**src/rtl/stop_pkg.sv**
```systemverilog
// Shared symbol constants and FSM state encoding for the serial comma-alignment receiver.
package stop_pkg;

    localparam logic [7:0] COMMA_BC = 8'hBC;

    typedef enum logic [1:0] {
        HUNT   = 2'd0,
        SYNC   = 2'd1,
        ACTIVE = 2'd2
    } state_t;

endpackage

```
**src/rtl/stop_shift_det.sv**
```systemverilog
// Serial shift register with a combinational comma match on the look-ahead word.
// Latency: comma_hit reflects the bit being sampled this cycle; no backpressure.
module stop_shift_det
    import stop_pkg::*;
#(
    parameter int               WIDTH = 8,
    parameter logic [WIDTH-1:0] COMMA = COMMA_BC
) (
    input  logic             clk,
    input  logic             reset,
    input  logic             in_serial,
    output logic [WIDTH-1:0] sr_next,
    output logic             comma_hit
);

    logic [WIDTH-1:0] sr;

    assign sr_next   = {sr[WIDTH-2:0], in_serial};
    assign comma_hit = (sr_next == COMMA);

    always_ff @(posedge clk) begin
        if (reset) begin
            sr <= '0;
        end else begin
            sr <= sr_next;
        end
    end

endmodule

```
**src/rtl/stop_comma_align.sv**
```systemverilog
// Comma-hunting serial-to-parallel receiver; outputs update on the edge sampling a symbol's last bit.
// No backpressure: one bit accepted every clk, symbols held for WIDTH cycles.
module stop_comma_align
    import stop_pkg::*;
#(
    parameter int               WIDTH      = 8,
    parameter logic [WIDTH-1:0] COMMA      = COMMA_BC,
    parameter int               LOCK_COUNT = 4
) (
    input  logic             clk,
    input  logic             reset,
    input  logic             in_serial,
    output logic [WIDTH-1:0] out_data,
    output logic             out_valid,
    output logic             byte_strobe,
    output logic             active
);

    localparam int CW  = $clog2(WIDTH);
    localparam int CCW = $clog2(LOCK_COUNT + 1);
    localparam logic [CW-1:0]  BIT_MAX = CW'(WIDTH - 1);
    localparam logic [CCW-1:0] LOCK    = CCW'(LOCK_COUNT);

    state_t           state, state_d;
    logic [CW-1:0]    bit_cnt, bit_cnt_d;
    logic [CCW-1:0]   comma_cnt, comma_cnt_d;
    logic [WIDTH-1:0] out_data_d;
    logic             out_valid_d, byte_strobe_d, active_d;
    logic [WIDTH-1:0] sr_next;
    logic             comma_hit;
    logic             boundary;

    stop_shift_det #(
        .WIDTH (WIDTH),
        .COMMA (COMMA)
    ) u_shift_det (
        .clk       (clk),
        .reset     (reset),
        .in_serial (in_serial),
        .sr_next   (sr_next),
        .comma_hit (comma_hit)
    );

    assign boundary = (bit_cnt == BIT_MAX);

    always_ff @(posedge clk) begin
        if (reset) begin
            state       <= HUNT;
            bit_cnt     <= '0;
            comma_cnt   <= '0;
            out_data    <= '0;
            out_valid   <= 1'b0;
            byte_strobe <= 1'b0;
            active      <= 1'b0;
        end else begin
            state       <= state_d;
            bit_cnt     <= bit_cnt_d;
            comma_cnt   <= comma_cnt_d;
            out_data    <= out_data_d;
            out_valid   <= out_valid_d;
            byte_strobe <= byte_strobe_d;
            active      <= active_d;
        end
    end

    always_comb begin
        state_d = state;
        case (state)
            HUNT: begin
                if (comma_hit) begin
                    state_d = (LOCK_COUNT == 1) ? ACTIVE : SYNC;
                end
            end
            SYNC: begin
                if (boundary) begin
                    if (!comma_hit) begin
                        state_d = HUNT;
                    end else if (comma_cnt + CCW'(1) >= LOCK) begin
                        state_d = ACTIVE;
                    end
                end
            end
            ACTIVE:  state_d = ACTIVE;
            default: state_d = HUNT;
        endcase
    end

    // The lock-edge comma only raises active; data outputs change solely at ACTIVE boundaries.
    always_comb begin
        bit_cnt_d     = boundary ? '0 : bit_cnt + CW'(1);
        comma_cnt_d   = comma_cnt;
        out_data_d    = out_data;
        out_valid_d   = out_valid;
        byte_strobe_d = 1'b0;
        active_d      = (state_d == ACTIVE);
        case (state)
            HUNT: begin
                bit_cnt_d     = '0;
                byte_strobe_d = comma_hit;
                if (comma_hit) begin
                    comma_cnt_d = CCW'(1);
                end
            end
            SYNC: begin
                if (boundary) begin
                    byte_strobe_d = 1'b1;
                    if (!comma_hit) begin
                        comma_cnt_d = '0;
                    end else if (comma_cnt != LOCK) begin
                        comma_cnt_d = comma_cnt + CCW'(1);
                    end
                end
            end
            ACTIVE: begin
                if (boundary) begin
                    byte_strobe_d = 1'b1;
                    out_data_d    = sr_next;
                    out_valid_d   = !comma_hit;
                end
            end
            default: begin
                bit_cnt_d = '0;
            end
        endcase
    end

endmodule
```
**config.mk**
```make
export PLATFORM = sky130hd
export DESIGN_NAME = stop_comma_align
export DESIGN_NICKNAME = d
export VERILOG_FILES = /design/src/rtl/stop_pkg.sv /design/src/rtl/stop_shift_det.sv /design/src/rtl/stop_comma_align.sv
export SDC_FILE = /design/constraint.sdc
export NUM_CORES = 1
export LEC_CHECK = 0
export BUFFER_PORTS_ARGS = -buffer_cell sky130_fd_sc_hd__buf_2
export CAP_MARGIN = 10
export CORE_MARGIN = 2
export CORE_UTILIZATION = 30
export CTS_BUF_LIST = sky130_fd_sc_hd__clkbuf_8
export DETAILED_ROUTE_END_ITERATION = 10
export PLACE_DENSITY_LB_ADDON = 0.2
export SETUP_SLACK_MARGIN = 0.1
export SYNTH_ARGS = -nofsm -noshare
export SYNTH_HDL_FRONTEND = slang
export SYNTH_HIERARCHICAL = 1
export SYNTH_SLANG_ARGS = --single-unit
```
**constraint.sdc**
```tcl
create_clock -name clk -period 2.15 [get_ports clk]
set_input_delay 0.3225 -clock clk [delete_from_list [all_inputs] [get_ports clk]]
set_output_delay 0.3225 -clock clk [all_outputs]
set_load 0.005 [all_outputs]
```
==> results of run 1 <==
-- synthesized netlist by cell type --
master	number	area, um^2
nand3_1	3	15.0
a21oi_1	11	55.1
a22o_1	1	8.76
a31oi_1	1	6.26
nand2b_1	1	6.26
buf_6	1	11.3
a211oi_1	3	22.5
nor3b_1	2	15.0
buf_2	3	15.0
buf_4	1	7.51
o22ai_1	1	6.26
nor2b_1	7	43.8
clkbuf_1	1	3.75
nor3_1	1	5.00
inv_1	6	22.5
ha_1	8	100
a21o_1	1	7.51
or3b_1	1	8.76
nand2_1	25	93.8
dfxtp_1	26	521
a221o_1	1	10.0
nand3b_1	1	7.51
nor2b_2	1	8.76
o31ai_1	1	7.51
nand4bb_1	1	11.3
nand4_1	1	6.26
nand4b_1	1	8.76
and2_2	1	7.51
and2_1	3	18.8
nor2_1	2	7.51
nor4_1	1	6.26
o21a_2	1	8.76
nor4_2	1	12.5
xnor2_1	1	8.76
-- stage by stage --
step	instance area (um^2)	power, uW	util [%]	hold WS (ns)
after floorplan	1100	505	-	0.388
after global placement	1200	509	33.3	0.408
after detailed placement	1200	510	33.3	0.426
after CTS	1270	909	35.3	0.316
after global routing	1270	936	35.3	0.340
final	1270	901	35.3	0.314
-- layer usage --
layer  wire [um]  share of wire [%]  GRT usage [%]  up-vias
li1            -                  -              -      434
met5           0                  0              0        -
met1        1010                 51           13.8      370
met2         910                 46           16.5        4
met4          34                1.7           5.59        0
met3          22                1.1           1.56        2
-- final timing paths --
path,endpoint,cells past startpoint
max,comma_cnt[0],7
min,u_shift_det/sr[0],2
max reg2reg,comma_cnt[0],7
min reg2reg,bit_cnt[0],1
-- worst max-delay path: stages (launching register included) --
cell and delay (ns):
dfxtp_1 0.33, nand4b_1 0.19, nor4_2 0.22, buf_4 0.19, nand2_1 0.08, o21a_2 0.23, a221o_1 0.35, o31ai_1 0.06
-- logic make-up (layout without fill, tap and decap cells) --
family | count (synthesis) | in the layout | share of synthesized area [%]
xor+xnor | 1 | 1 | 0.793
compound gates | 21 | 21 | 12.0
simple gates | 53 | 53 | 25.6
buf+inv | 12 | 24 | 5.44
fa+ha+maj | 8 | 8 | 9.06
flops | 26 | 26 | 47.1
-- power by group through the flow --
stage | registers (uW) | logic, uW | clock network [uW]
2_1_floorplan | 497 | 8.26 | 0
6_report | 486 | 11.7 | 402
4_1_cts | 486 | 12.0 | 410
5_1_grt | 487 | 13.4 | 435
3_5_place_dp | 498 | 12.0 | 0
3_3_place_gp | 497 | 11.9 | 0
-- final cells by class --
| type | instances | area, um^2 |
|---|---|---|
| flip-flops and latches | 26 | 520 |
| repair buffers | 14 | 72.6 |
| well taps | 48 | 60.1 |
| multi-input cells | 83 | 524 |
| clock inverters | 1 | 30.0 |
| inverters | 6 | 22.5 |
| clock buffers | 3 | 41.3 |
| fillers | 368 | 2330 |
-- registers in the layout, indices dropped and copies added (netlist names) --
register	count
out_data	8
comma_cnt	3
out_valid	1
byte_strobe	1
u_shift_det/sr	7
active	1
bit_cnt	3
state	2
==> reports/qor.csv, run 1 <==
metric,value,unit
status,finished clean,
initial cell density of the core,30.6,%
TritonCTS clock tree,built,
final setup TNS,0,ns
leftover overflow at the end of global routing,0,
port buffer count,13,
number of placement rows,22,
global router's overall resource usage,10.5,%
first-pass GRT wire length,3380,um
count of antenna-violating nets left after detailed routing,0,
TritonCTS Sinks,26,
Mapped Area,1100,um^2
Final Hold Vio Count,0,
number of warning messages in the yosys log,6,
timing-limited maximum frequency,584,MHz
clock latency at the later pin of the worst-skew pair,0.27,ns
Detailed Route Iter0 Violations,22,
worst setup timing slack at the placement stage,0.466,ns
proportion of total power due to net switching,18.3,%
clock edge transition at the registers on the reported setup and hold paths,0.09,ns
CTS Hold Bufs,0,
portion of total power attributed to sequential cells,54.0,%
data arrival time of the critical path,1.90,ns
sequential area share after synthesis,47.1,%
unique cell type count in the Yosys netlist,34,
synthesized net count,132,
RSZ-0062 raised after global routing,false,
max-slew violations,0,
worst-case setup margin in the final layout,0.437,ns
data required time at the worst endpoint,2.34,ns
shortest clock period the worst path allows after layout,1.71,ns
Final Routed Wirelength,1980,um
setup bufs post-CTS,0,
worst setup slack for register-to-register paths,0.44,ns
area enclosed by the die boundary,4180,um^2
number of iterations in the first detailed-routing pass,4,
worst slew margin relative to its limit,70.3,%
Layout Area Growth over Synthesis,15.1,%
setup-violating endpoint count in the final report,0,
Clock Path Buffers,2,
"commonest non-fill, non-tap cell in the layout",dfxtp_1,
Die Span X,64.7,um
Core Region,3610,um^2
cell internal pwr,736,uW
worst clock skew,0.00349,ns
Root Driver,clkbuf_8,
crit path launch type,flip-flop,
Die H,64.7,um
count of unresolved DRC violations after routing,0,
drt via density,4.48,
number of I/O pins,14,
number of cells in the finished layout apart from fillers,181,
post-synthesis sequential element count,26,
maximum number of pins on one net before global-route repair,26,
net switching power of the design,164,uW
via count of the first global-routing pass,761,
nature of the critical path endpoint,flip-flop,
share of cells above drive strength 1,16.5,%
power density cells,708,nW/um^2
initial antenna violation count,0,
average cell area after synthesis,9.13,um^2
wire per inst,10.9,um
Cells after Synth,121,
number of buffers created by CTS,3,
level count of the clock H-tree,1,
"IR drop worst, VDD",0.289,mV
reported leakage power,0.000482,uW
Hold Startpoint,in_serial,
hpwl dp,1470,um
weighted congestion at the end of routability-driven global placement,0.793,
critical path class,reg -> reg,
Hold WC Path Type,in -> reg,
# nets final,145,
maximum net fanout on the critical path,10,
Setup crit start,u_shift_det/sr[5],
launch instance of the worst register-to-register path,u_shift_det/sr[5],
"commonest cells after routing, fill and taps aside","dfxtp_1 (26), nand2_1 (25), buf_2 (13)",
Least-Margin Pin Slew,0.445,ns
total vias in the final route,810,
number of maximum-capacitance constraint violations,0,
final clock period utilization by the worst path,79.7,%
share of total power in the clock network,44.7,%
Comb pwr share,1.3,%
number of antenna cells inserted,0,
count of placed standard cells including taps,177,
post-CTS resize count,0,
Note: power is estimated with default switching activity, not from simulation.
==> run 2: changes to the inputs <==
clock period = 1.7 ns   (was 2.15 ns; I/O delays follow)
==> run 2 against run 1 <==
Effect of this change: sequential share of layout area fell by 2.3 points; first-iteration DRC count is 36% higher; hold slack got worse by 0.063 ns; wire length increased by 5.9%; register-to-register slack worse by 0.35 ns; design area increased by 6.2%; maximum frequency grew 6.5%; sequential power increased by 27%; via count up 5.3%; total power up 27%; non-clock buffer count rose by 7; clock power increased by 26%; highest routed layer unchanged.
==> reports/qor.csv, run 2 (same netlist as run 1, synthesis figures left out) <==
metric,value,unit,change
status,finished clean,,
count of unresolved DRC violations after routing,0,,unchanged
clock latency at the later pin of the worst-skew pair,0.27,ns,about the same
Post-Route M1 WL,1020,um,+0.69%
data arrival time of the critical path,1.80,ns,-0.10 ns
cell with the biggest individual delay on the critical path,a221o_1,,
initial antenna violation count,0,,unchanged
worst clock skew,0.00230,ns,-0.00120 ns
total vias in the final route,853,,+5.3%
largest registers,"out_data (8), u_shift_det/sr (7)",,
TritonCTS Sinks,26,,unchanged
drt via density,4.54,,+1.4%
wire per inst,11.1,um,+1.9%
level count of the clock H-tree,1,,unchanged
number of I/O pins,14,,unchanged
number of gates on the worst path with buffers counted,7,,unchanged
global router's overall resource usage,11.0,%,+0.54 points
hpwl dp,1510,um,+2.6%
Final Routed Wirelength,2090,um,+5.9%
top layer used by detailed routing,met4,,
TritonCTS clock tree,built,,
reported leakage power,0.000519,uW,+7.5%
maximum net fanout on the critical path,7,,-3
flip-flop count of the largest register after layout,8,,unchanged
most flop-heavy register,out_data,,
Die Span X,64.7,um,unchanged
data required time at the worst endpoint,1.89,ns,-0.45 ns
worst-case reg-to-reg path depth,7,,unchanged
Least-Margin Pin Slew,0.458,ns,+0.0132 ns
number of antenna cells inserted,0,,unchanged
maximum number of pins on one net before global-route repair,26,,unchanged
count of placed standard cells including taps,179,,+1.1%
first-pass GRT wire length,3550,um,+5.1%
hold-critical path depth,2,,unchanged
CTS Hold Bufs,0,,unchanged
Hold WC Path Type,in -> reg,,
number of buffers created by CTS,3,,unchanged
Core Region,3610,um^2,unchanged
Detailed Route Iter0 Violations,30,,+36%
met3 wire len,40,um,+82%
initial cell density of the core,30.6,%,unchanged
critical path class,reg -> reg,,
cell-by-cell trace of the critical path,"nand4b_1, nor4_2, buf_4, buf_6, nand4_1, a221o_1, o31ai_1",,
Worst path top cell family by delay,simple AND/OR/NAND/NOR gates,,
worst slack on hold paths,0.251,ns,-0.0626 ns
area enclosed by the die boundary,4180,um^2,unchanged
Final Hold Vio Count,0,,unchanged
Layout Area Growth over Synthesis,22.2,%,
via count of the first global-routing pass,781,,+2.6%
leftover overflow at the end of global routing,0,,unchanged
Clock Path Buffers,2,,unchanged
Buf/Inv on CP,2,,+1
port buffer count,13,,unchanged
clock edge transition at the registers on the reported setup and hold paths,0.09,ns,about the same
max-slew violations,0,,unchanged
"commonest non-fill, non-tap cell in the layout",dfxtp_1,,
count of antenna-violating nets left after detailed routing,0,,unchanged
nature of the critical path endpoint,flip-flop,,
"commonest cells after routing, fill and taps aside","dfxtp_1 (25), nand2_1 (24), buf_2 (13)",,
crit path launch type,flip-flop,,
setup-violating endpoint count in the final report,0,,unchanged
share of cells above drive strength 1,25.0,%,+8.5 points
# nets final,152,,+4.8%
Root Driver,clkbuf_8,,
number of placement rows,22,,unchanged
shortest clock period the worst path allows after layout,1.61,ns,-0.104 ns
worst slew margin relative to its limit,69.5,%,-0.88 points
final clock period utilization by the worst path,94.6,%,+15 points
worst setup slack for register-to-register paths,0.09,ns,-0.35 ns
largest stage delay on the critical path,0.39,ns,+0.04 ns
weighted congestion at the end of routability-driven global placement,0.794,,+0.10%
met2 WL post-DR,986,um,+8.4%
number of cells in the finished layout apart from fillers,188,,+3.9%
number of maximum-capacitance constraint violations,0,,unchanged
number of iterations in the first detailed-routing pass,4,,unchanged
RSZ-0062 raised after global routing,true,,
timing-limited maximum frequency,622,MHz,+6.5%
"IR drop worst, VDD",0.368,mV,+28%
power density cells,844,nW/um^2,+19%
Die H,64.7,um,unchanged
## run 2: path summary, 6_finish.rpt
check / startpoint / end
max: u_shift_det/sr[5] / comma_cnt[0]
min: in_serial / u_shift_det/sr[0]
max reg2reg: u_shift_det/sr[5] / comma_cnt[0]
min reg2reg: bit_cnt[0] / bit_cnt[0]
## run 2: through the flow
step	TNS (ns)	total power [uW]	worst slack [ns]	cell area [um^2]	util (%)
3_3_place_gp	0	645	0.0344	1210	33.7
3_5_place_dp	-0.0410	645	-0.0410	1210	33.7
2_1_floorplan	0	639	0.0954	1100	-
5_1_grt	-0.108	1180	-0.0605	1350	37.4
4_1_cts	0	1160	0.0919	1330	36.7
6_report	0	1140	0.0912	1350	37.4
## run 2: final cells by class
cell class / count / area [um^2]
flip-flops and latches: 26 / 522
inverters: 6 / 22.5
repair buffers: 21 / 129
multi-input cells: 83 / 546
clock buffers: 3 / 41.3
fillers: 372 / 2260
clock inverters: 1 / 30.0
well taps: 48 / 60.1
## run 2: report_power, final
part / internal, uW / leakage [uW] / switching [uW]
registers: 612 / 0.000210 / 2.42
clock network: 315 / 0.0000357 / 193
logic: 4.99 / 0.000272 / 11.5
## run 2: routing by layer
metal | global-route usage, % | vias up
li1 | - | 445
met1 | 14.6 | 386
met2 | 17.4 | 16
met3 | 1.56 | 6
met4 | 5.59 | 0
met5 | 0 | -
## run 2: repair_timing
item,in CTS,in global routing
gates resized for setup,3,5
pin swaps,3,2
buffers inserted,4,1
endpoints found under the hold margin,0,0
setup endpoints to repair,6,15
==> run 3: changes to the inputs <==
clock period = 1.5 ns   (was 1.7 ns; I/O delays follow)
==> run 3 against run 2 <==
Effect of this change: the flow now finishes with violations (setup timing); total power increased by 14%; count of clock-buffer cells in the layout stayed put; clock skew barely moved; register-to-register slack worse by 0.18 ns; non-clock buffer count increased by 10; first-iteration DRC count fell by 67%; die area unchanged; global-route usage up 0.59 points.
==> reports/qor.csv, run 3 (same netlist as run 1, synthesis figures left out) <==
metric,value,unit,change
worst-case setup margin in the final layout,-0.0867,ns,-0.178 ns
cell internal pwr,1060,uW,+14%
"commonest non-fill, non-tap cell in the layout",dfxtp_1,,
most flop-heavy register,out_data,,
worst slew margin relative to its limit,75.7,%,+6.2 points
maximum net fanout on the critical path,8,,+1
area enclosed by the die boundary,4180,um^2,unchanged
TritonCTS Sinks,26,,unchanged
leftover overflow at the end of global routing,0,,unchanged
power density cells,881,nW/um^2,+4.4%
proportion of total power due to net switching,18.6,%,+0.40 points
number of I/O pins,14,,unchanged
share of total power in the clock network,44.7,%,about the same
number of placement rows,22,,unchanged
data required time at the worst endpoint,1.66,ns,-0.23 ns
crit path launch type,flip-flop,,
Least-Margin Pin Slew,0.365,ns,-0.0931 ns
violations in the final reports,setup timing,,
number of antenna cells inserted,0,,unchanged
count of antenna-violating nets left after detailed routing,0,,unchanged
TritonCTS clock tree,built,,
wire per inst,10.8,um,-2.8%
Detailed Route Iter0 Violations,10,,-67%
hpwl dp,1570,um,+4.2%
count of unresolved DRC violations after routing,0,,unchanged
data arrival time of the critical path,1.74,ns,-0.06 ns
net switching power of the design,243,uW,+17%
initial cell density of the core,30.6,%,unchanged
Layout Area Growth over Synthesis,33.9,%,
RSZ-0062 raised after global routing,true,,
number of buffers created by CTS,3,,unchanged
worst clock skew,0.00196,ns,-0.000331 ns
weighted congestion at the end of routability-driven global placement,0.755,,-4.9%
first-pass GRT wire length,3740,um,+5.2%
number of maximum-capacitance constraint violations,0,,unchanged
filler instances,379,,+1.9%
max-slew violations,0,,unchanged
number of iterations in the first detailed-routing pass,4,,unchanged
status,"finished, violations left",,
port buffer count,13,,unchanged
share of cells above drive strength 1,34.0,%,+9.0 points
CTS Hold Bufs,0,,unchanged
initial antenna violation count,0,,unchanged
reported leakage power,0.000578,uW,+11%
clock latency at the later pin of the worst-skew pair,0.27,ns,about the same
worst slack on hold paths,0.304,ns,+0.0531 ns
portion of total power attributed to sequential cells,53.3,%,-0.6 points
flip-flop count of the largest register after layout,8,,unchanged
Comb pwr share,2.1,%,+0.7 points
Final Util,41.0,%,+3.6 points
Final Hold Vio Count,0,,unchanged
clock edge transition at the registers on the reported setup and hold paths,0.09,ns,about the same
Root Driver,clkbuf_8,,
"commonest cells after routing, fill and taps aside","dfxtp_1 (24), nand2_1 (23), buf_4 (16)",,
Core Region,3610,um^2,unchanged
via count of the first global-routing pass,849,,+8.7%
final clock period utilization by the worst path,106,%,+11 points
maximum number of pins on one net before global-route repair,19,,-27%
global router's overall resource usage,11.6,%,+0.59 points
Final Routed Wirelength,2140,um,+2.4%
Clock Path Buffers,2,,unchanged
shortest clock period the worst path allows after layout,1.59,ns,-0.0221 ns
critical path class,reg -> reg,,
nature of the critical path endpoint,flip-flop,,
drt via density,4.46,,-1.7%
Die H,64.7,um,unchanged
level count of the clock H-tree,1,,unchanged
Hold WC Path Type,in -> reg,,
# nets final,162,,+6.6%
setup-violating endpoint count in the final report,6,,+6
timing-limited maximum frequency,630,MHz,+1.4%
total vias in the final route,883,,+3.5%
largest registers,"out_data (8), u_shift_det/sr (7)",,
"IR drop worst, VDD",0.301,mV,-18%
Die Span X,64.7,um,unchanged
[run 3: area by class of cell]
| type | count | area (um^2) | share of cell area, % |
|---|---|---|---|
| clock buffer | 3 | 41.3 | 2.79 |
| clock inverter | 1 | 30.0 | 2.03 |
| inverter | 6 | 22.5 | 1.52 |
| multi-input combinational | 83 | 583 | 39.4 |
| sequential | 26 | 526 | 35.5 |
| tap | 48 | 60.1 | 4.06 |
| timing repair buffer | 31 | 216 | 14.6 |
[run 3: final timing paths]
check / from / end / slack, ns / cells past startpoint
setup / recovery: u_shift_det/sr[5] / active / -0.09 / 7
hold reg to reg: bit_cnt[0] / bit_cnt[0] / 0.43 / 1
hold / removal: in_serial / u_shift_det/sr[0] / 0.30 / 3
setup reg to reg: u_shift_det/sr[5] / active / -0.09 / 7
[run 3: what timing repair did]
action | in CTS | in global routing
gates cloned | 0 | 0
resized for setup | 6 | 7
pin swaps | 2 | 0
setup endpoints to repair | 18 | 19
buffers inserted | 0 | 0
[run 3: power groups by stage]
stage / Clock [uW] / Combinational, uW / Sequential, uW
2_1_floorplan: 0 / 12.1 / 712
3_3_place_gp: 0 / 26.7 / 713
3_5_place_dp: 0 / 26.8 / 712
4_1_cts: 608 / 26.9 / 696
5_1_grt: 641 / 29.7 / 695
6_report: 582 / 26.8 / 694
[run 3: stage by stage]
| stage | TNS, ns | power (uW) | area, um^2 | worst slack [ns] | cells |
|---|---|---|---|---|---|
| after global routing | -1.31 | 1370 | 1480 | -0.244 | 198 |
| after detailed placement | -0.579 | 739 | 1360 | -0.152 | 194 |
| after floorplan | -0.0884 | 724 | 1130 | -0.0795 | 121 |
| after CTS | -0.333 | 1330 | 1450 | -0.0919 | 198 |
| after global placement | -0.384 | 739 | 1360 | -0.0977 | 194 |
| final | -0.310 | 1300 | 1480 | -0.0867 | 198 |
[run 3: layer usage]
| metal | up-vias | routed length (um) | share of wire, % | global-route usage, % |
|---|---|---|---|---|
| met2 | 5 | 930 | 43 | 18.1 |
| met4 | 0 | 27 | 1.3 | 6.38 |
| met5 | - | 0 | 0 | 0 |
| li1 | 466 | - | - | - |
| met1 | 410 | 1150 | 54 | 15.5 |
| met3 | 2 | 31 | 1.4 | 1.56 |
[run 3: critical path, cell delays in order, from the launching register on]
cell and delay, ns:
dfxtp_2 0.33, nand4b_1 0.19, nor4_2 0.14, buf_4 0.19, inv_1 0.05, a22o_1 0.23
a211oi_2 0.25, nor4_2 0.09
